[config.mk]
export PLATFORM = sky130hd
export DESIGN_NAME = glm_domain_pipe
export DESIGN_NICKNAME = d
export VERILOG_FILES = /design/src/rtl/glm_pkg.sv /design/src/rtl/glm_domain_lane.sv /design/src/rtl/glm_domain_pipe.sv
export SDC_FILE = /design/constraint.sdc
export NUM_CORES = 1
export LEC_CHECK = 0
export ABC_AREA = 1
export CORE_ASPECT_RATIO = 0.6
export CORE_MARGIN = 4
export CORE_UTILIZATION = 47
export DETAILED_ROUTE_END_ITERATION = 12
export DONT_BUFFER_PORTS = 1
export GPL_TIMING_DRIVEN = 0
export PLACE_DENSITY = 0.64
export SLEW_MARGIN = 20
export SYNTH_ARGS = -nofsm -noshare
export SYNTH_HDL_FRONTEND = slang
export SYNTH_SLANG_ARGS = --single-unit
[constraint.sdc]
create_clock -name clk -period 2.3 [get_ports clk]
set_clock_uncertainty 0.05 [all_clocks]
set_input_delay 0.23 -clock clk [delete_from_list [all_inputs] [get_ports clk]]
set_output_delay 0.23 -clock clk [all_outputs]
set_load 0.05 [all_outputs]
[src/rtl/glm_pkg.sv]
// Shared constants and ANF helpers for the two-stage domain-select S/T pipeline.
package glm_pkg;

   localparam int NIB_W   = 4;
   localparam int PROD_W  = 6;
   localparam int IDX_AB  = 0;
   localparam int IDX_AC  = 1;
   localparam int IDX_AD  = 2;
   localparam int IDX_BC  = 3;
   localparam int IDX_BD  = 4;
   localparam int IDX_CD  = 5;

   // Degree-2 products of a=n[0], b=n[1], c=n[2], d=n[3].
   function automatic logic [PROD_W-1:0] prod2(input logic [NIB_W-1:0] n);
      logic [PROD_W-1:0] p;
      p         = 6'b000000;
      p[IDX_AB] = n[0] & n[1];
      p[IDX_AC] = n[0] & n[2];
      p[IDX_AD] = n[0] & n[3];
      p[IDX_BC] = n[1] & n[2];
      p[IDX_BD] = n[1] & n[3];
      p[IDX_CD] = n[2] & n[3];
      return p;
   endfunction

   function automatic logic [NIB_W-1:0] s_anf(input logic [NIB_W-1:0] n,
                                              input logic [PROD_W-1:0] p);
      logic abc, abd, acd, bcd;
      logic [NIB_W-1:0] s;
      abc  = p[IDX_AB] & n[2];
      abd  = p[IDX_AB] & n[3];
      acd  = p[IDX_AC] & n[3];
      bcd  = p[IDX_BC] & n[3];
      s[0] = abc ^ p[IDX_CD] ^ p[IDX_AB];
      s[1] = abc ^ bcd ^ p[IDX_AC];
      s[2] = abd ^ bcd ^ p[IDX_AD] ^ n[0];
      s[3] = p[IDX_BC] ^ p[IDX_BD] ^ p[IDX_CD] ^ abc ^ abd ^ acd;
      return s;
   endfunction

   function automatic logic [NIB_W-1:0] t_anf(input logic [NIB_W-1:0] n,
                                              input logic [PROD_W-1:0] p);
      logic abc, abd, acd, bcd;
      logic [NIB_W-1:0] t;
      abc  = p[IDX_AB] & n[2];
      abd  = p[IDX_AB] & n[3];
      acd  = p[IDX_AC] & n[3];
      bcd  = p[IDX_BC] & n[3];
      t[0] = abd ^ acd ^ p[IDX_CD] ^ p[IDX_AB];
      t[1] = abc ^ p[IDX_AC] ^ p[IDX_CD];
      t[2] = abc ^ abd ^ p[IDX_AB] ^ p[IDX_BD] ^ n[0];
      t[3] = p[IDX_AC] ^ abc ^ acd ^ bcd;
      return t;
   endfunction

endpackage

[src/rtl/glm_domain_lane.sv]
// One lane: domain select, stage-1 degree-2 products, stage-2 S/T nibbles.
// GLM_REFRESH_EN adds an 8-bit rnd mask applied on the stage-1-to-2 transfer.
module glm_domain_lane
   import glm_pkg::*;
(
   input  logic        clk,
   input  logic        rst_n,
   input  logic        ld1,
   input  logic        ld2,
   input  logic [3:0]  dom_sel,
   input  logic [3:0]  share_a,
   input  logic [3:0]  share_b,
`ifdef GLM_REFRESH_EN
   input  logic [7:0]  rnd,
`endif
   output logic [3:0]  s_out,
   output logic [3:0]  t_out
);

   logic [NIB_W-1:0]  n_s;
   logic [NIB_W-1:0]  n_r;
   logic [PROD_W-1:0] prod_s;
   logic [PROD_W-1:0] prod_r;
   logic [NIB_W-1:0]  s_s;
   logic [NIB_W-1:0]  t_s;

   // Share recombination and next-stage S/T from the registered products.
   always_comb begin
      n_s    = (share_b & dom_sel) | (share_a & ~dom_sel);
      prod_s = prod2(n_s);
`ifdef GLM_REFRESH_EN
      s_s    = s_anf(n_r, prod_r) ^ rnd[3:0];
      t_s    = t_anf(n_r, prod_r) ^ rnd[7:4];
`else
      s_s    = s_anf(n_r, prod_r);
      t_s    = t_anf(n_r, prod_r);
`endif
   end

   // Stage 1: nibble and products, held while stalled.
   always_ff @(posedge clk or negedge rst_n) begin
      if (!rst_n) begin
         n_r    <= 4'h0;
         prod_r <= 6'h00;
      end else if (ld1) begin
         n_r    <= n_s;
         prod_r <= prod_s;
      end else begin
         n_r    <= n_r;
         prod_r <= prod_r;
      end
   end

   // Stage 2: S/T output registers, held while stalled.
   always_ff @(posedge clk or negedge rst_n) begin
      if (!rst_n) begin
         s_out <= 4'h0;
         t_out <= 4'h0;
      end else if (ld2) begin
         s_out <= s_s;
         t_out <= t_s;
      end else begin
         s_out <= s_out;
         t_out <= t_out;
      end
   end

endmodule

[src/rtl/glm_domain_pipe.sv]
// LANES-wide two-stage S/T pipeline with valid/ready flow control.
// Optional macro GLM_REFRESH_EN adds the rnd masking input.
module glm_domain_pipe
   import glm_pkg::*;
#(
   parameter int LANES = 4
) (
   input  logic               clk,
   input  logic               rst_n,
   input  logic               in_valid,
   output logic               in_ready,
   input  logic [4*LANES-1:0] dom_sel,
   input  logic [4*LANES-1:0] share_a,
   input  logic [4*LANES-1:0] share_b,
`ifdef GLM_REFRESH_EN
   input  logic [8*LANES-1:0] rnd,
`endif
   output logic               out_valid,
   input  logic               out_ready,
   output logic [4*LANES-1:0] s_out,
   output logic [4*LANES-1:0] t_out
);

   logic v1_r;
   logic v2_r;
   logic en1_s;
   logic en2_s;
   logic ld1_s;
   logic ld2_s;

   // A stage may take new data when it is empty or its content moves on.
   always_comb begin
      en2_s = !v2_r || out_ready;
      en1_s = !v1_r || en2_s;
      ld1_s = en1_s && in_valid;
      ld2_s = en2_s && v1_r;
   end

   assign in_ready  = en1_s;
   assign out_valid = v2_r;

   // Stage valid flags.
   always_ff @(posedge clk or negedge rst_n) begin
      if (!rst_n) begin
         v1_r <= 1'b0;
         v2_r <= 1'b0;
      end else begin
         v1_r <= en1_s ? in_valid : v1_r;
         v2_r <= en2_s ? v1_r : v2_r;
      end
   end

   for (genvar k = 0; k < LANES; k++) begin : g_lane
      glm_domain_lane u_lane (
         .clk     (clk),
         .rst_n   (rst_n),
         .ld1     (ld1_s),
         .ld2     (ld2_s),
         .dom_sel (dom_sel[4*k +: 4]),
         .share_a (share_a[4*k +: 4]),
         .share_b (share_b[4*k +: 4]),
`ifdef GLM_REFRESH_EN
         .rnd     (rnd[8*k +: 8]),
`endif
         .s_out   (s_out[4*k +: 4]),
         .t_out   (t_out[4*k +: 4])
      );
   end

endmodule

# [Word-level counts from Yosys, hierarchy flattened]
# Index checks and enable logic that the tools add are counted.
[word_totals] regBits=74
[op_classes] reduce_logical=6 bitwise_logic=148
[ops] cell="1-bit bitwise XOR" count=92
[ops] cell="1-bit AND" count=40
[ops] cell="4-bit AND" count=8
[ops] cell="4-bit inverter" count=4
[ops] cell="4-bit bitwise OR" count=4
[ops] cell="1-bit logical AND" count=2
[ops] cell="1-bit logical NOT" count=2
[ops] cell="1-bit logical OR" count=2

# [Depth between registers and ports, before layout]
# Gate-level depths: netlist of the first run.
[depth] word_depth=5 mapped_depth=9 ltp_nobuf=9

# [Hierarchy]
# Synthesis of the first run repeated with hierarchy kept, for this count alone.
[hier_totals] hier_cells=464 hier_area_um2=3658.5
[by_module_without_submodules] mod="glm_domain_lane" area_each_um2=890.9 cells_per_inst=113 instances=4 seq_area_each_um2=425.4
[by_module_without_submodules] mod="glm_domain_pipe" area_each_um2=95.1 cells_per_inst=12 instances=1 seq_area_each_um2=50.0

# [Worst setup path after synthesis of the first run]
# No wires, ideal clock.
[synth_path] kind="register to register" from="register v2_r (netlist: out_valid)" to="register g_lane[0].u_lane.prod_r[4]" setup_slack_ns=0.505 t_arrival_ns=1.613 stages_incl_launch_ff=7 path_buffers=1 path_cell_list="dfrtp_1 nand3_2 nand2_2 inv_4 buf_6 nand2_1 o22ai_1"
[synth_via] elab_chain_cells=4
[synth_rtl] item="start, declared" line="glm_domain_pipe.sv:25" source="logic v2_r;"
[synth_rtl] item="start signal, assigned" line="glm_domain_pipe.sv:49" source="v2_r <= en2_s ? v1_r : v2_r;"
[synth_rtl] item="1-bit logical NOT" line="glm_domain_pipe.sv:33" source="en2_s = !v2_r || out_ready;"
[synth_rtl] item="1-bit logical OR" line="glm_domain_pipe.sv:33"
[synth_rtl] item="1-bit logical OR" line="glm_domain_pipe.sv:34" source="en1_s = !v1_r || en2_s;"
[synth_rtl] item="named net in_ready" line="glm_domain_pipe.sv:11" source="output logic in_ready,"
[synth_rtl] item="1-bit logical AND" line="glm_domain_pipe.sv:35" source="ld1_s = en1_s && in_valid;"
[synth_rtl] item="end signal, assigned" line="glm_domain_lane.sv:47" source="prod_r <= prod_s;"
[synth_rtl] item="end signal, assigned" line="glm_domain_lane.sv:50" source="prod_r <= prod_r;"
[synth_rtl] item="end, declared" line="glm_domain_lane.sv:23" source="logic [PROD_W-1:0] prod_r;"
# The timed path passes the listed nets, and every way through them passes these cells.
# A chain may end at the register's enable or synchronous reset.

# [Worst setup path after layout of the first run]
[layout_path] from="register v2_r (netlist: out_valid)" to="register g_lane[0].u_lane.prod_r[2]"
# Same word-level chain as after synthesis.

==> run_summary.xml, run 1 <==
<?xml version="1.0" encoding="UTF-8"?>
<metrics>
  <group name="status">
    <metric name="run_status" unit="">finished, final reports clean</metric>
  </group>
  <group name="worst_setup_path">
    <metric name="crit-reg2reg-launch" unit="">out_valid$_DFFE_PN0P_</metric>
    <metric name="end_kind" unit="">register</metric>
    <metric name="worst-r2r-setup-slack" unit="ns">0.27</metric>
    <metric name="setup.worst_path.start_class" unit="">register</metric>
    <metric name="cp.required" unit="ns">2.51</metric>
    <metric name="path_max_fanout" unit="">10</metric>
    <metric name="rr_endpoint" unit="">g_lane[0].u_lane.prod_r[2]$_DFFE_PN0P_</metric>
    <metric name="timing.reg2reg.worst_path_depth" unit="">5</metric>
    <metric name="cp.arrival" unit="ns">2.23</metric>
    <metric name="crit_type" unit="">register to register</metric>
  </group>
  <group name="routing">
    <metric name="detail_route.iter0.violations" unit="">276</metric>
    <metric name="finalWirelength" unit="um">9350</metric>
    <metric name="wl_per_cell" unit="um">15.1</metric>
    <metric name="total_number_of_vias" unit="">3182</metric>
    <metric name="drt-vias-per-instance" unit="">5.13</metric>
    <metric name="drtAntennaViolNets" unit="">0</metric>
    <metric name="drtPass1Iterations" unit="">5</metric>
    <metric name="route.detailed.drc" unit="">0</metric>
  </group>
  <group name="sta">
    <metric name="final_layout_worst_hold_slack" unit="ns">0.0690</metric>
    <metric name="maxSlewHeadroom" unit="%">63.5</metric>
    <metric name="timing_worst_slew_pin_value" unit="ns">0.548</metric>
    <metric name="final_max_slew_viol_count" unit="">0</metric>
    <metric name="setup_ws" unit="ns">0.275</metric>
    <metric name="grt_setup_unrepaired" unit="">no</metric>
    <metric name="timing.final.setup_violations" unit="">0</metric>
    <metric name="period_share" unit="%">88.1</metric>
    <metric name="totalNegativeSetupSlack" unit="ns">0</metric>
    <metric name="period_minus_slack" unit="ns">2.03</metric>
    <metric name="final_hold_viol_count" unit="">0</metric>
    <metric name="max_freq" unit="MHz">494</metric>
  </group>
  <group name="synthesis">
    <metric name="ys_seq_elements" unit="">70</metric>
    <metric name="synth_area_leaders" unit="">dfrtp_1 46%, nand2_1 19%, nand3_1 5.8%, inv_1 5.5%, o21ai_0 3.6%</metric>
    <metric name="yosys-top-cells-count" unit="">191 x nand2_1, 70 x dfrtp_1, 56 x inv_1, 44 x nand3_1, 27 x o21ai_0</metric>
    <metric name="synthDominantCellAreaShare" unit="%">46.2</metric>
    <metric name="synth_area_per_cell" unit="sq um">7.66</metric>
    <metric name="ys_seq_area_share" unit="%">46.2</metric>
    <metric name="syn_inst" unit="">495</metric>
    <metric name="postSynth.topFlopCell" unit="">dfrtp_1</metric>
    <metric name="yosys.area.top_type" unit="">dfrtp_1</metric>
    <metric name="synthMostInstantiatedCell" unit="">nand2_1</metric>
    <metric name="asyncSetResetFlopFracSynth" unit="%">100</metric>
    <metric name="synth_edf_count" unit="">0</metric>
    <metric name="netlist_area" unit="sq um">3790</metric>
    <metric name="nets_in_the_synthesized_netlist" unit="">547</metric>
    <metric name="number_of_distinct_library_cells_after_synthesis" unit="">26</metric>
    <metric name="synth_warnings" unit="">0</metric>
  </group>
  <group name="power_and_ir_drop">
    <metric name="ir_worst_vdd" unit="mV">0.557</metric>
    <metric name="combinationalPowerShare" unit="%">19.5</metric>
    <metric name="power_leakage" unit="nW">2.23</metric>
    <metric name="power_switching" unit="mW">2.16</metric>
    <metric name="clock_power_share" unit="%">26.7</metric>
    <metric name="power_density" unit="nW/um^2">1140</metric>
    <metric name="cell_internal_pwr" unit="mW">2.66</metric>
    <metric name="switching_share" unit="%">44.7</metric>
    <metric name="sequentialPowerShare" unit="%">53.8</metric>
    <metric name="total_power_of_the_final_layout" unit="mW">4.82</metric>
  </group>
  <group name="clock_tree">
    <metric name="worst_skew_pair.late_latency" unit="ns">0.33</metric>
    <metric name="tritoncts.num_buffers" unit="">9</metric>
    <metric name="tritoncts" unit="">built</metric>
    <metric name="cts_sinks" unit="">70</metric>
    <metric name="ctsLongestPathBuffers" unit="">2</metric>
    <metric name="clkTransAtPathRegs" unit="ns">0.06</metric>
    <metric name="number_of_instances_resized_during_post_cts_repair" unit="">0</metric>
    <metric name="postCtsHoldBufs" unit="">2</metric>
    <metric name="cts_max_level" unit="">3</metric>
    <metric name="cts_post_setup_buffers_inserted" unit="">0</metric>
    <metric name="ctsRootBufferMaster" unit="">clkbuf_16</metric>
  </group>
  <group name="worst_hold_path">
    <metric name="whs_path_depth" unit="">3</metric>
    <metric name="holdCritStartpoint" unit="">out_ready</metric>
    <metric name="hold_path.class" unit="">input pin to register</metric>
    <metric name="timing.hold.worst_endpoint" unit="">out_valid$_DFFE_PN0P_</metric>
  </group>
  <group name="placed_design">
    <metric name="dp_slack" unit="ns">0.282</metric>
    <metric name="placed_cells_incl_taps" unit="">603</metric>
    <metric name="globalplace.congestion" unit="">0.864</metric>
    <metric name="placed_cell_area" unit="sq um">3930</metric>
    <metric name="detailedPlacementHpwl" unit="um">6820</metric>
    <metric name="placement.io_buffers" unit="">0</metric>
  </group>
  <group name="grt">
    <metric name="globalRouteOverflowTotal" unit="">0</metric>
    <metric name="grt_busiest_layer" unit="">met2</metric>
    <metric name="groute.layer.met3.usage" unit="%">9.10</metric>
    <metric name="antenna_violations_before_repair" unit="">0</metric>
    <metric name="grt.total_usage" unit="%">21.1</metric>
    <metric name="via_count_of_the_first_global_routing_pass" unit="">3057</metric>
    <metric name="grt_pass1_wl" unit="um">15400</metric>
    <metric name="met2_usage" unit="%">30.1</metric>
    <metric name="gr-usage-met1" unit="%">29.8</metric>
    <metric name="grt_start_max_net_pins" unit="">71</metric>
  </group>
  <group name="flow_run">
    <metric name="drv_cap" unit="">0</metric>
  </group>
  <group name="layout">
    <metric name="count_of_fill_cells_added_during_filler_insertion" unit="">756</metric>
    <metric name="post_layout_nonfiller_instances" unit="">620</metric>
    <metric name="layout-drive-gt1-share" unit="%">8.98</metric>
    <metric name="antenna_cells_inserted" unit="">0</metric>
    <metric name="area.sequential" unit="sq um">1750</metric>
    <metric name="multi_input_comb_area" unit="sq um">1690</metric>
    <metric name="flow.area_growth_from_synthesis" unit="%">11.9</metric>
    <metric name="postLayoutCoreUtil" unit="%">54.0</metric>
    <metric name="post-route-cell-area" unit="sq um">4240</metric>
    <metric name="nets" unit="">560</metric>
  </group>
  <group name="die">
    <metric name="dieHeight" unit="um">77.6</metric>
    <metric name="die_outline_width" unit="um">124</metric>
    <metric name="core_ar" unit="sq um">7850</metric>
    <metric name="row_count" unit="">25</metric>
    <metric name="design.die.area" unit="sq um">9610</metric>
    <metric name="start_util" unit="%">48.3</metric>
    <metric name="ios" unit="">86</metric>
  </group>
</metrics>
## cells in the final DEF (no fill, tap or decap), types with 2 or more instances in the layout
cell type | Yosys | layout
a21oi_2 | 2 | 2
mux2i_1 | 4 | 4
buf_4 | 3 | 3
clkbuf_8 | 0 | 2
clkbuf_16 | 0 | 9
nand2_2 | 9 | 9
or2_1 | 4 | 4
o21ai_1 | 17 | 17
buf_2 | 4 | 4
inv_1 | 56 | 56
o21ai_0 | 27 | 27
xnor2_1 | 6 | 6
clkinvlp_4 | 0 | 2
a31oi_1 | 2 | 2
nand2_1 | 191 | 191
nand3_1 | 44 | 44
nand2_4 | 2 | 2
nand4_1 | 3 | 3
o22ai_1 | 16 | 16
dfrtp_1 | 70 | 70
xor2_1 | 15 | 15
nor2_1 | 6 | 6
buf_6 | 8 | 8
## worst max-delay path by stage
stage                                     start                                      to  slack (ns)  cells after the start
after floorplan           out_valid$_DFFE_PN0P_  g_lane[0].u_lane.prod_r[4]$_DFFE_PN0P_        0.51                      6
final                     out_valid$_DFFE_PN0P_  g_lane[0].u_lane.prod_r[2]$_DFFE_PN0P_        0.27                      5
after global routing      out_valid$_DFFE_PN0P_  g_lane[2].u_lane.prod_r[4]$_DFFE_PN0P_        0.16                      6
after CTS                 out_valid$_DFFE_PN0P_  g_lane[2].u_lane.prod_r[4]$_DFFE_PN0P_        0.26                      6
after detailed placement  out_valid$_DFFE_PN0P_  g_lane[0].u_lane.prod_r[2]$_DFFE_PN0P_        0.28                      5
after global placement    out_valid$_DFFE_PN0P_  g_lane[2].u_lane.prod_r[4]$_DFFE_PN0P_        0.29                      6
## kinds of logic (layout without fill, tap and decap cells)
logic type | Yosys count | after routing | synth area share [%]
simple gates | 262 | 262 | 29.2
compound gates | 65 | 65 | 9.38
xor+xnor | 21 | 21 | 4.85
flops | 70 | 70 | 46.2
buf+inv | 73 | 90 | 9.31
mux | 4 | 4 | 1.06
## layout make-up
type | instances | share of cell area [%]
buffer | 15 | 3.13
clock buffer | 12 | 6.05
clock inverter | 3 | 0.472
inverter | 58 | 5.19
multi-input combinational | 352 | 39.8
sequential | 70 | 41.3
tap | 108 | 3.19
timing repair buffer | 2 | 0.885
## power groups by stage
stage | Combinational (mW) | Clock, mW | Sequential (mW)
floorplan | 0.726 | 0 | 2.53
CTS | 0.943 | 1.32 | 2.60
global route | 1.09 | 1.38 | 2.64
global placement | 0.882 | 0 | 2.61
detailed placement | 0.903 | 0 | 2.62
finish | 0.937 | 1.29 | 2.59
## worst max-delay path, stage by stage (launching register included)
cell	delay, ns
dfrtp_1	0.69
nand3_2	0.43
nand2_2	0.29
buf_2	0.32
nand2_1	0.08
o21ai_1	0.08
## layer usage
layer / vias to the layer above / share of wire, %
li1: 1607 / -
met1: 1459 / 48
met2: 105 / 43
met3: 11 / 8.1
met4: 0 / 1.2
met5: - / 0
## state kept, by name, summed over array words and instances, names as in the netlist
name and count:
g_lane.u_lane.n_r 12, g_lane.u_lane.prod_r 24, g_lane.u_lane.s_out 16, g_lane.u_lane.t_out 16, out_valid 1, v1_r 1
Note: power is estimated with default switching activity, not from simulation.
==> run 2: changes to the inputs <==
- CORE_UTILIZATION: 47 -> 68
- PLACE_DENSITY: 0.64 -> 0.86
- SYNTH_HIERARCHICAL: default -> 1
==> run 2 against run 1 <==
Via count shrank 2.1%; sequential power shrank 6%; worst setup slack lost 0.030 ns; highest routed layer unchanged.
==> run_summary.xml, run 2 <==
<?xml version="1.0" encoding="UTF-8"?>
<metrics>
  <group name="layout">
    <metric name="layout-drive-gt1-share" unit="%">6.40</metric>
    <metric name="max_flop_register" unit="">g_lane.u_lane/prod_r</metric>
    <metric name="antenna_cells_inserted" unit="">0</metric>
    <metric name="nets" unit="">531</metric>
    <metric name="mostFrequentLayoutCell" unit="">nand2_1</metric>
    <metric name="final_cell_mix" unit="">156 x nand2_1, 69 x dfrtp_1, 64 x inv_1</metric>
    <metric name="largest_register_ffs" unit="">24</metric>
    <metric name="flow.area_growth_from_synthesis" unit="%">9.51</metric>
    <metric name="layout_top_registers" unit="">g_lane.u_lane/prod_r: 24 flops, g_lane.u_lane/s_out: 16 flops, g_lane.u_lane/t_out: 16 flops</metric>
  </group>
  <group name="synthesis">
    <metric name="synthDominantCellAreaShare" unit="%">47.9</metric>
    <metric name="post_synth_and_or_nand_nor_area_fraction" unit="%">25.0</metric>
    <metric name="synth_area_per_cell" unit="sq um">7.88</metric>
    <metric name="synth_warnings" unit="">6</metric>
    <metric name="yosys-top-cells-count" unit="">156 x nand2_1, 70 x dfrtp_1, 64 x inv_1, 32 x o21ai_0, 28 x nand3_1</metric>
    <metric name="synthXorXnorAreaFrac" unit="%">5.75</metric>
    <metric name="ys_seq_area_share" unit="%">47.9</metric>
    <metric name="synth_area_leaders" unit="">dfrtp_1 48%, nand2_1 16%, inv_1 6.6%, o21ai_0 4.4%, o22ai_1 4.1%</metric>
    <metric name="synthMostInstantiatedCell" unit="">nand2_1</metric>
    <metric name="postSynth.topFlopCell" unit="">dfrtp_1</metric>
    <metric name="syn_inst" unit="">464</metric>
    <metric name="nets_in_the_synthesized_netlist" unit="">516</metric>
    <metric name="post_synth_mux_area_share" unit="%">1.09</metric>
    <metric name="yosys.area.top_type" unit="">dfrtp_1</metric>
    <metric name="adder_cell_share_of_the_synthesized_area" unit="%">0</metric>
    <metric name="synth_compound_gate_area_share" unit="%">12.7</metric>
    <metric name="asyncSetResetFlopFracSynth" unit="%">100</metric>
    <metric name="ys_seq_elements" unit="">70</metric>
    <metric name="main_combinational_cell_family_by_area_after_synthesis" unit="">simple AND/OR/NAND/NOR gates</metric>
    <metric name="netlist_area" unit="sq um">3660</metric>
    <metric name="number_of_distinct_library_cells_after_synthesis" unit="">19</metric>
    <metric name="synth_edf_count" unit="">0</metric>
  </group>
  <group name="die">
    <metric name="ios" unit="">86</metric>
    <metric name="core_ar" unit="sq um">5130</metric>
    <metric name="dieHeight" unit="um">64.8</metric>
    <metric name="design.die.area" unit="sq um">6660</metric>
    <metric name="die_outline_width" unit="um">103</metric>
    <metric name="start_util" unit="%">71.3</metric>
    <metric name="row_count" unit="">20</metric>
  </group>
  <group name="flow_run">
    <metric name="drv_cap" unit="">0</metric>
  </group>
  <group name="clock_tree">
    <metric name="ctsRootBufferMaster" unit="">clkbuf_8</metric>
    <metric name="worst_skew_pair.late_latency" unit="ns">0.34</metric>
    <metric name="cts_max_level" unit="">3</metric>
    <metric name="tritoncts" unit="">built</metric>
    <metric name="cts_sinks" unit="">70</metric>
    <metric name="ctsLongestPathBuffers" unit="">2</metric>
    <metric name="cts_post_setup_buffers_inserted" unit="">0</metric>
    <metric name="clkTransAtPathRegs" unit="ns">0.07</metric>
    <metric name="tritoncts.num_buffers" unit="">9</metric>
  </group>
  <group name="power_and_ir_drop">
    <metric name="clock_power_share" unit="%">23.4</metric>
    <metric name="sequentialPowerShare" unit="%">57.0</metric>
    <metric name="ir_worst_vdd" unit="mV">0.532</metric>
    <metric name="power_leakage" unit="nW">2.06</metric>
    <metric name="cell_internal_pwr" unit="mW">2.38</metric>
    <metric name="switching_share" unit="%">44.3</metric>
    <metric name="power_switching" unit="mW">1.89</metric>
    <metric name="power_density" unit="nW/um^2">1070</metric>
    <metric name="combinationalPowerShare" unit="%">19.5</metric>
  </group>
  <group name="routing">
    <metric name="drtAntennaViolNets" unit="">0</metric>
    <metric name="wl_per_cell" unit="um">14.7</metric>
    <metric name="finalWirelength" unit="um">8100</metric>
    <metric name="drtPass1Iterations" unit="">4</metric>
    <metric name="detail_route.iter0.violations" unit="">143</metric>
    <metric name="total_number_of_vias" unit="">3116</metric>
    <metric name="drt-vias-per-instance" unit="">5.67</metric>
    <metric name="route.detailed.drc" unit="">0</metric>
  </group>
  <group name="worst_setup_path">
    <metric name="rr_endpoint" unit="">g_lane[1].u_lane/n_r[0]$_DFFE_PN0P_</metric>
    <metric name="critical-path-max-stage-delay" unit="ns">0.57</metric>
    <metric name="end_kind" unit="">register</metric>
    <metric name="setup.worst_path.start_class" unit="">register</metric>
    <metric name="critical_path.n_buffers_inverters" unit="">2</metric>
    <metric name="timing.critical_path.cells" unit="">nand3_2 -&gt; nand2_1 -&gt; inv_1 -&gt; buf_2 -&gt; o211ai_1 -&gt; o21ai_0</metric>
    <metric name="cpMaxStageDelayCell" unit="">dfrtp_2</metric>
    <metric name="cp.required" unit="ns">2.45</metric>
    <metric name="worstSetupStartpoint" unit="">out_valid$_DFFE_PN0P_</metric>
    <metric name="worst-r2r-setup-slack" unit="ns">0.24</metric>
    <metric name="worst_path_dominant_cell_family" unit="">flip-flops</metric>
    <metric name="path_max_fanout" unit="">12</metric>
    <metric name="critical_path.endpoint" unit="">g_lane[1].u_lane/n_r[0]$_DFFE_PN0P_</metric>
    <metric name="timing.reg2reg.worst_path_depth" unit="">6</metric>
    <metric name="crit_type" unit="">register to register</metric>
    <metric name="timing.critical_path.depth" unit="">6</metric>
    <metric name="crit-reg2reg-launch" unit="">out_valid$_DFFE_PN0P_</metric>
    <metric name="cp.arrival" unit="ns">2.21</metric>
  </group>
  <group name="sta">
    <metric name="period_share" unit="%">89.4</metric>
    <metric name="final_layout_worst_hold_slack" unit="ns">0.0263</metric>
    <metric name="timing.final.setup_violations" unit="">0</metric>
    <metric name="grt_setup_unrepaired" unit="">no</metric>
    <metric name="final_max_slew_viol_count" unit="">0</metric>
    <metric name="totalNegativeSetupSlack" unit="ns">0</metric>
    <metric name="final_hold_viol_count" unit="">0</metric>
    <metric name="max_freq" unit="MHz">486</metric>
    <metric name="timing_worst_slew_pin_value" unit="ns">0.614</metric>
    <metric name="period_minus_slack" unit="ns">2.06</metric>
    <metric name="maxSlewHeadroom" unit="%">59.1</metric>
  </group>
  <group name="grt">
    <metric name="via_count_of_the_first_global_routing_pass" unit="">3014</metric>
    <metric name="grt_start_max_net_pins" unit="">71</metric>
    <metric name="grt.total_usage" unit="%">26.3</metric>
    <metric name="antenna_violations_before_repair" unit="">0</metric>
    <metric name="globalRouteOverflowTotal" unit="">0</metric>
    <metric name="grt_pass1_wl" unit="um">13500</metric>
  </group>
  <group name="status">
    <metric name="run_status" unit="">finished, final reports clean</metric>
  </group>
  <group name="placed_design">
    <metric name="globalplace.congestion" unit="">0.906</metric>
    <metric name="placement.io_buffers" unit="">0</metric>
    <metric name="detailedPlacementHpwl" unit="um">5870</metric>
  </group>
  <group name="worst_hold_path">
    <metric name="hold_path.class" unit="">input pin to register</metric>
  </group>
</metrics>
run 2: worst min-delay path by stage:
stage                   start                                     to  cells after the start
finish              out_ready                  out_valid$_DFFE_PN0P_                      3
global route        out_ready                  out_valid$_DFFE_PN0P_                      3
CTS                 out_ready                  out_valid$_DFFE_PN0P_                      3
detailed placement      rst_n  g_lane[2].u_lane/s_out[1]$_DFFE_PN0P_                      0
global placement        rst_n  g_lane[2].u_lane/t_out[1]$_DFFE_PN0P_                      0
floorplan               rst_n    g_lane[0].u_lane/n_r[0]$_DFFE_PN0P_                      0
run 2: tightest hold or removal path: stages:
cell	delay (ns)
inv_1	0.05
nand2_1	0.06
nand2_1	0.04
run 2: cell type report:
type | count | area, sq um
Buffer | 8 | 35.0
Clock buffer | 13 | 159
Clock inverter | 3 | 42.5
Fill cell | 378 | 1120
Inverter | 64 | 240
Multi-Input combinational cell | 322 | 1640
Sequential cell | 70 | 1750
Tap cell | 66 | 82.6
Timing Repair Buffer | 4 | 58.8
run 2: what timing repair did:
| item | in CTS | in global routing |
|---|---|---|
| endpoints found under the setup margin | 0 | 8 |
| hold buffers | 3 | 0 |
| gates resized for setup | 0 | 1 |
| hold endpoints to repair | 71 | 0 |
run 2: logic make-up (layout without fill, tap and decap cells):
group / Yosys count / after routing
AND/OR/NAND/NOR: 213 / 213
AO/OA/AOI/OAI: 81 / 81
buffers and inverters: 72 / 92
flip-flops: 70 / 70
XOR/XNOR: 24 / 24
multiplexers: 4 / 4
run 2: layer usage:
metal	track usage, %	share of wire (%)	up-vias
li1	-	-	1537
met1	33.3	43	1450
met2	42.7	48	117
met3	8.92	7.9	12
met4	8.02	1.1	0
met5	0	0	-
run 2: power groups by stage:
| stage | clock (mW) | combinational, mW | sequential, mW |
|---|---|---|---|
| 3_3_place_gp | 0 | 0.746 | 2.45 |
| 6_report | 1.00 | 0.836 | 2.44 |
| 4_1_cts | 1.02 | 0.834 | 2.44 |
| 5_1_grt | 1.08 | 0.967 | 2.48 |
| 3_5_place_dp | 0 | 0.790 | 2.46 |
| 2_1_floorplan | 0 | 0.652 | 2.38 |
run 2: through the flow:
| step | instances | util [%] | cell area (sq um) | power (mW) | setup slack [ns] |
|---|---|---|---|---|---|
| final | 550 | 78.1 | 4010 | 4.28 | 0.244 |
| after global routing | 550 | 78.1 | 4010 | 4.52 | 0.121 |
| after CTS | 550 | 78.1 | 4010 | 4.30 | 0.0372 |
| after detailed placement | 531 | 73.2 | 3760 | 3.25 | 0.0438 |
| after global placement | 530 | 72.9 | 3740 | 3.19 | -0.582 |
| after floorplan | 464 | - | 3660 | 3.03 | 0.186 |
==> run 3: changes to the inputs <==
--- a/constraint.sdc
+++ b/constraint.sdc
@@ -3,3 +3,3 @@
 set_input_delay 0.23 -clock clk [delete_from_list [all_inputs] [get_ports clk]]
 set_output_delay 0.23 -clock clk [all_outputs]
-set_load 0.05 [all_outputs]
+set_load 0.01 [all_outputs]
==> run 3 against run 2 <==
First-iteration DRC count grew 13%; combinational power shrank 0.6%; final area is essentially flat; clock power is essentially flat; die area is the same; via count shrank 0.26%; clock-buffer cell count is the same; final cell count is the same; critical endpoint is now g_lane[3].u_lane/s_out[1]$_DFFE_PN0P_.
==> run_summary.xml, run 3 (synthesis gave the netlist of run 2 again) <==
<?xml version="1.0" encoding="UTF-8"?>
<metrics>
  <group name="status">
    <metric name="run_status" unit="">finished, final reports clean</metric>
  </group>
  <group name="layout">
    <metric name="post-route-cell-area" unit="sq um">4010</metric>
    <metric name="flow.area_growth_from_synthesis" unit="%">9.47</metric>
    <metric name="nets" unit="">531</metric>
    <metric name="final_cell_mix" unit="">156 x nand2_1, 70 x dfrtp_1, 64 x inv_1</metric>
    <metric name="antenna_cells_inserted" unit="">0</metric>
    <metric name="post_layout_nonfiller_instances" unit="">550</metric>
    <metric name="mostFrequentLayoutCell" unit="">nand2_1</metric>
    <metric name="layout_top_registers" unit="">g_lane.u_lane/prod_r: 24 flops, g_lane.u_lane/s_out: 16 flops, g_lane.u_lane/t_out: 16 flops</metric>
    <metric name="layout-drive-gt1-share" unit="%">6.20</metric>
    <metric name="largest_register_ffs" unit="">24</metric>
    <metric name="postLayoutCoreUtil" unit="%">78.1</metric>
    <metric name="max_flop_register" unit="">g_lane.u_lane/prod_r</metric>
    <metric name="count_of_fill_cells_added_during_filler_insertion" unit="">378</metric>
  </group>
  <group name="placed_design">
    <metric name="placed_cells_incl_taps" unit="">531</metric>
    <metric name="placement.io_buffers" unit="">0</metric>
    <metric name="detailedPlacementHpwl" unit="um">5870</metric>
    <metric name="globalplace.congestion" unit="">0.906</metric>
    <metric name="placed_cell_area" unit="sq um">3760</metric>
  </group>
  <group name="sta">
    <metric name="period_minus_slack" unit="ns">1.96</metric>
    <metric name="timing_worst_slew_pin_value" unit="ns">0.631</metric>
    <metric name="totalNegativeSetupSlack" unit="ns">0</metric>
    <metric name="final_hold_viol_count" unit="">0</metric>
    <metric name="timing.final.setup_violations" unit="">0</metric>
    <metric name="max_freq" unit="MHz">511</metric>
    <metric name="grt_setup_unrepaired" unit="">no</metric>
    <metric name="period_share" unit="%">85.1</metric>
    <metric name="final_max_slew_viol_count" unit="">0</metric>
    <metric name="maxSlewHeadroom" unit="%">58.0</metric>
  </group>
  <group name="power_and_ir_drop">
    <metric name="cell_internal_pwr" unit="mW">2.40</metric>
    <metric name="switching_share" unit="%">35.3</metric>
    <metric name="ir_worst_vdd" unit="mV">0.512</metric>
    <metric name="power_leakage" unit="nW">2.07</metric>
    <metric name="clock_power_share" unit="%">27.1</metric>
    <metric name="power_switching" unit="mW">1.31</metric>
    <metric name="sequentialPowerShare" unit="%">50.4</metric>
    <metric name="combinationalPowerShare" unit="%">22.4</metric>
    <metric name="power_density" unit="nW/um^2">926</metric>
  </group>
  <group name="worst_setup_path">
    <metric name="crit_type" unit="">register to register</metric>
    <metric name="cp.required" unit="ns">2.47</metric>
    <metric name="end_kind" unit="">register</metric>
    <metric name="path_max_fanout" unit="">11</metric>
    <metric name="setup.worst_path.start_class" unit="">register</metric>
    <metric name="cp.arrival" unit="ns">2.13</metric>
  </group>
  <group name="clock_tree">
    <metric name="clkTransAtPathRegs" unit="ns">0.07</metric>
    <metric name="tritoncts" unit="">built</metric>
    <metric name="ctsRootBufferMaster" unit="">clkbuf_8</metric>
    <metric name="worst_skew_pair.late_latency" unit="ns">0.34</metric>
    <metric name="tritoncts.num_buffers" unit="">9</metric>
    <metric name="ctsLongestPathBuffers" unit="">2</metric>
    <metric name="cts_sinks" unit="">70</metric>
    <metric name="cts_post_setup_buffers_inserted" unit="">0</metric>
    <metric name="cts_max_level" unit="">3</metric>
  </group>
  <group name="grt">
    <metric name="grt_start_max_net_pins" unit="">71</metric>
    <metric name="grt.total_usage" unit="%">26.3</metric>
    <metric name="globalRouteOverflowTotal" unit="">0</metric>
    <metric name="grt_pass1_wl" unit="um">13500</metric>
    <metric name="antenna_violations_before_repair" unit="">0</metric>
    <metric name="via_count_of_the_first_global_routing_pass" unit="">3014</metric>
  </group>
  <group name="die">
    <metric name="design.die.area" unit="sq um">6660</metric>
    <metric name="row_count" unit="">20</metric>
    <metric name="die_outline_width" unit="um">103</metric>
    <metric name="start_util" unit="%">71.3</metric>
    <metric name="dieHeight" unit="um">64.8</metric>
    <metric name="core_ar" unit="sq um">5130</metric>
    <metric name="ios" unit="">86</metric>
  </group>
  <group name="routing">
    <metric name="detail_route.iter0.violations" unit="">161</metric>
    <metric name="drt-vias-per-instance" unit="">5.65</metric>
    <metric name="total_number_of_vias" unit="">3108</metric>
    <metric name="finalWirelength" unit="um">8080</metric>
    <metric name="route.detailed.drc" unit="">0</metric>
    <metric name="drtPass1Iterations" unit="">4</metric>
    <metric name="drtAntennaViolNets" unit="">0</metric>
    <metric name="wl_per_cell" unit="um">14.7</metric>
  </group>
  <group name="flow_run">
    <metric name="drv_cap" unit="">0</metric>
  </group>
  <group name="worst_hold_path">
    <metric name="hold_path.class" unit="">input pin to register</metric>
  </group>
</metrics>
==> run 3: final timing paths <==
check | to | startpoint | cells after the start | slack (ns)
worst max-delay path | g_lane[3].u_lane/s_out[1]$_DFFE_PN0P_ | out_valid$_DFFE_PN0P_ | 6 | 0.34
worst min-delay path | out_valid$_DFFE_PN0P_ | out_ready | 3 | 0.03
worst max register to register | g_lane[3].u_lane/s_out[1]$_DFFE_PN0P_ | out_valid$_DFFE_PN0P_ | 6 | 0.34
worst min register to register | out_valid$_DFFE_PN0P_ | v1_r$_DFFE_PN0P_ | 2 | 0.46
max in group asynchronous | g_lane[1].u_lane/t_out[3]$_DFFE_PN0P_ | rst_n | 2 | 1.55
min in group asynchronous | g_lane[0].u_lane/t_out[3]$_DFFE_PN0P_ | rst_n | 2 | 0.36
==> run 3: area by class of cell <==
type | count | area (sq um) | area share [%]
Buffer | 8 | 35.0 | 0.875
Clock buffer | 13 | 159 | 3.97
Clock inverter | 3 | 42.5 | 1.06
Inverter | 64 | 240 | 6.00
Multi-Input combinational cell | 322 | 1640 | 40.8
Sequential cell | 70 | 1750 | 43.7
Tap cell | 66 | 82.6 | 2.06
Timing Repair Buffer | 4 | 58.8 | 1.47
==> run 3: routing by layer <==
layer | share of wire (%) | track usage, % | routed length (um) | vias to the layer above
met5 | 0 | 0 | 0 | -
li1 | - | - | - | 1538
met4 | 1.1 | 8.02 | 87 | 0
met2 | 48 | 42.7 | 3890 | 107
met3 | 7.3 | 8.92 | 589 | 11
met1 | 44 | 33.3 | 3520 | 1452
==> run 3: critical path: stages, from the launching register on <==
cell	delay, ns
dfrtp_1	0.48
a21oi_2	0.55
buf_6	0.24
inv_1	0.07
clkbuf_1	0.24
nand2_1	0.12
o21ai_0	0.09
==> run 3: per-stage QoR <==
step                      setup slack [ns]  total power, mW  hold slack, ns
after floorplan                      0.403             2.46          -0.116
after global routing                 0.216             3.95          0.0333
final                                0.342             3.71          0.0270
after global placement              -0.370             2.62          -0.114
after CTS                            0.386             3.72          0.0217
after detailed placement             0.401             2.68          -0.114
==> run 3: power by group through the flow <==
stage	clock network [mW]	registers, mW	logic, mW
2_1_floorplan	0	1.81	0.648
3_3_place_gp	0	1.87	0.741
3_5_place_dp	0	1.89	0.785
4_1_cts	1.02	1.87	0.830
5_1_grt	1.08	1.91	0.962
6_report	1.01	1.87	0.831
==> run 3: repair_timing <==
item                       4_1_cts  5_1_grt
setup endpoints to repair        0        0
hold buffers                     3        0
resized for setup                0        0
hold endpoints to repair        71        0
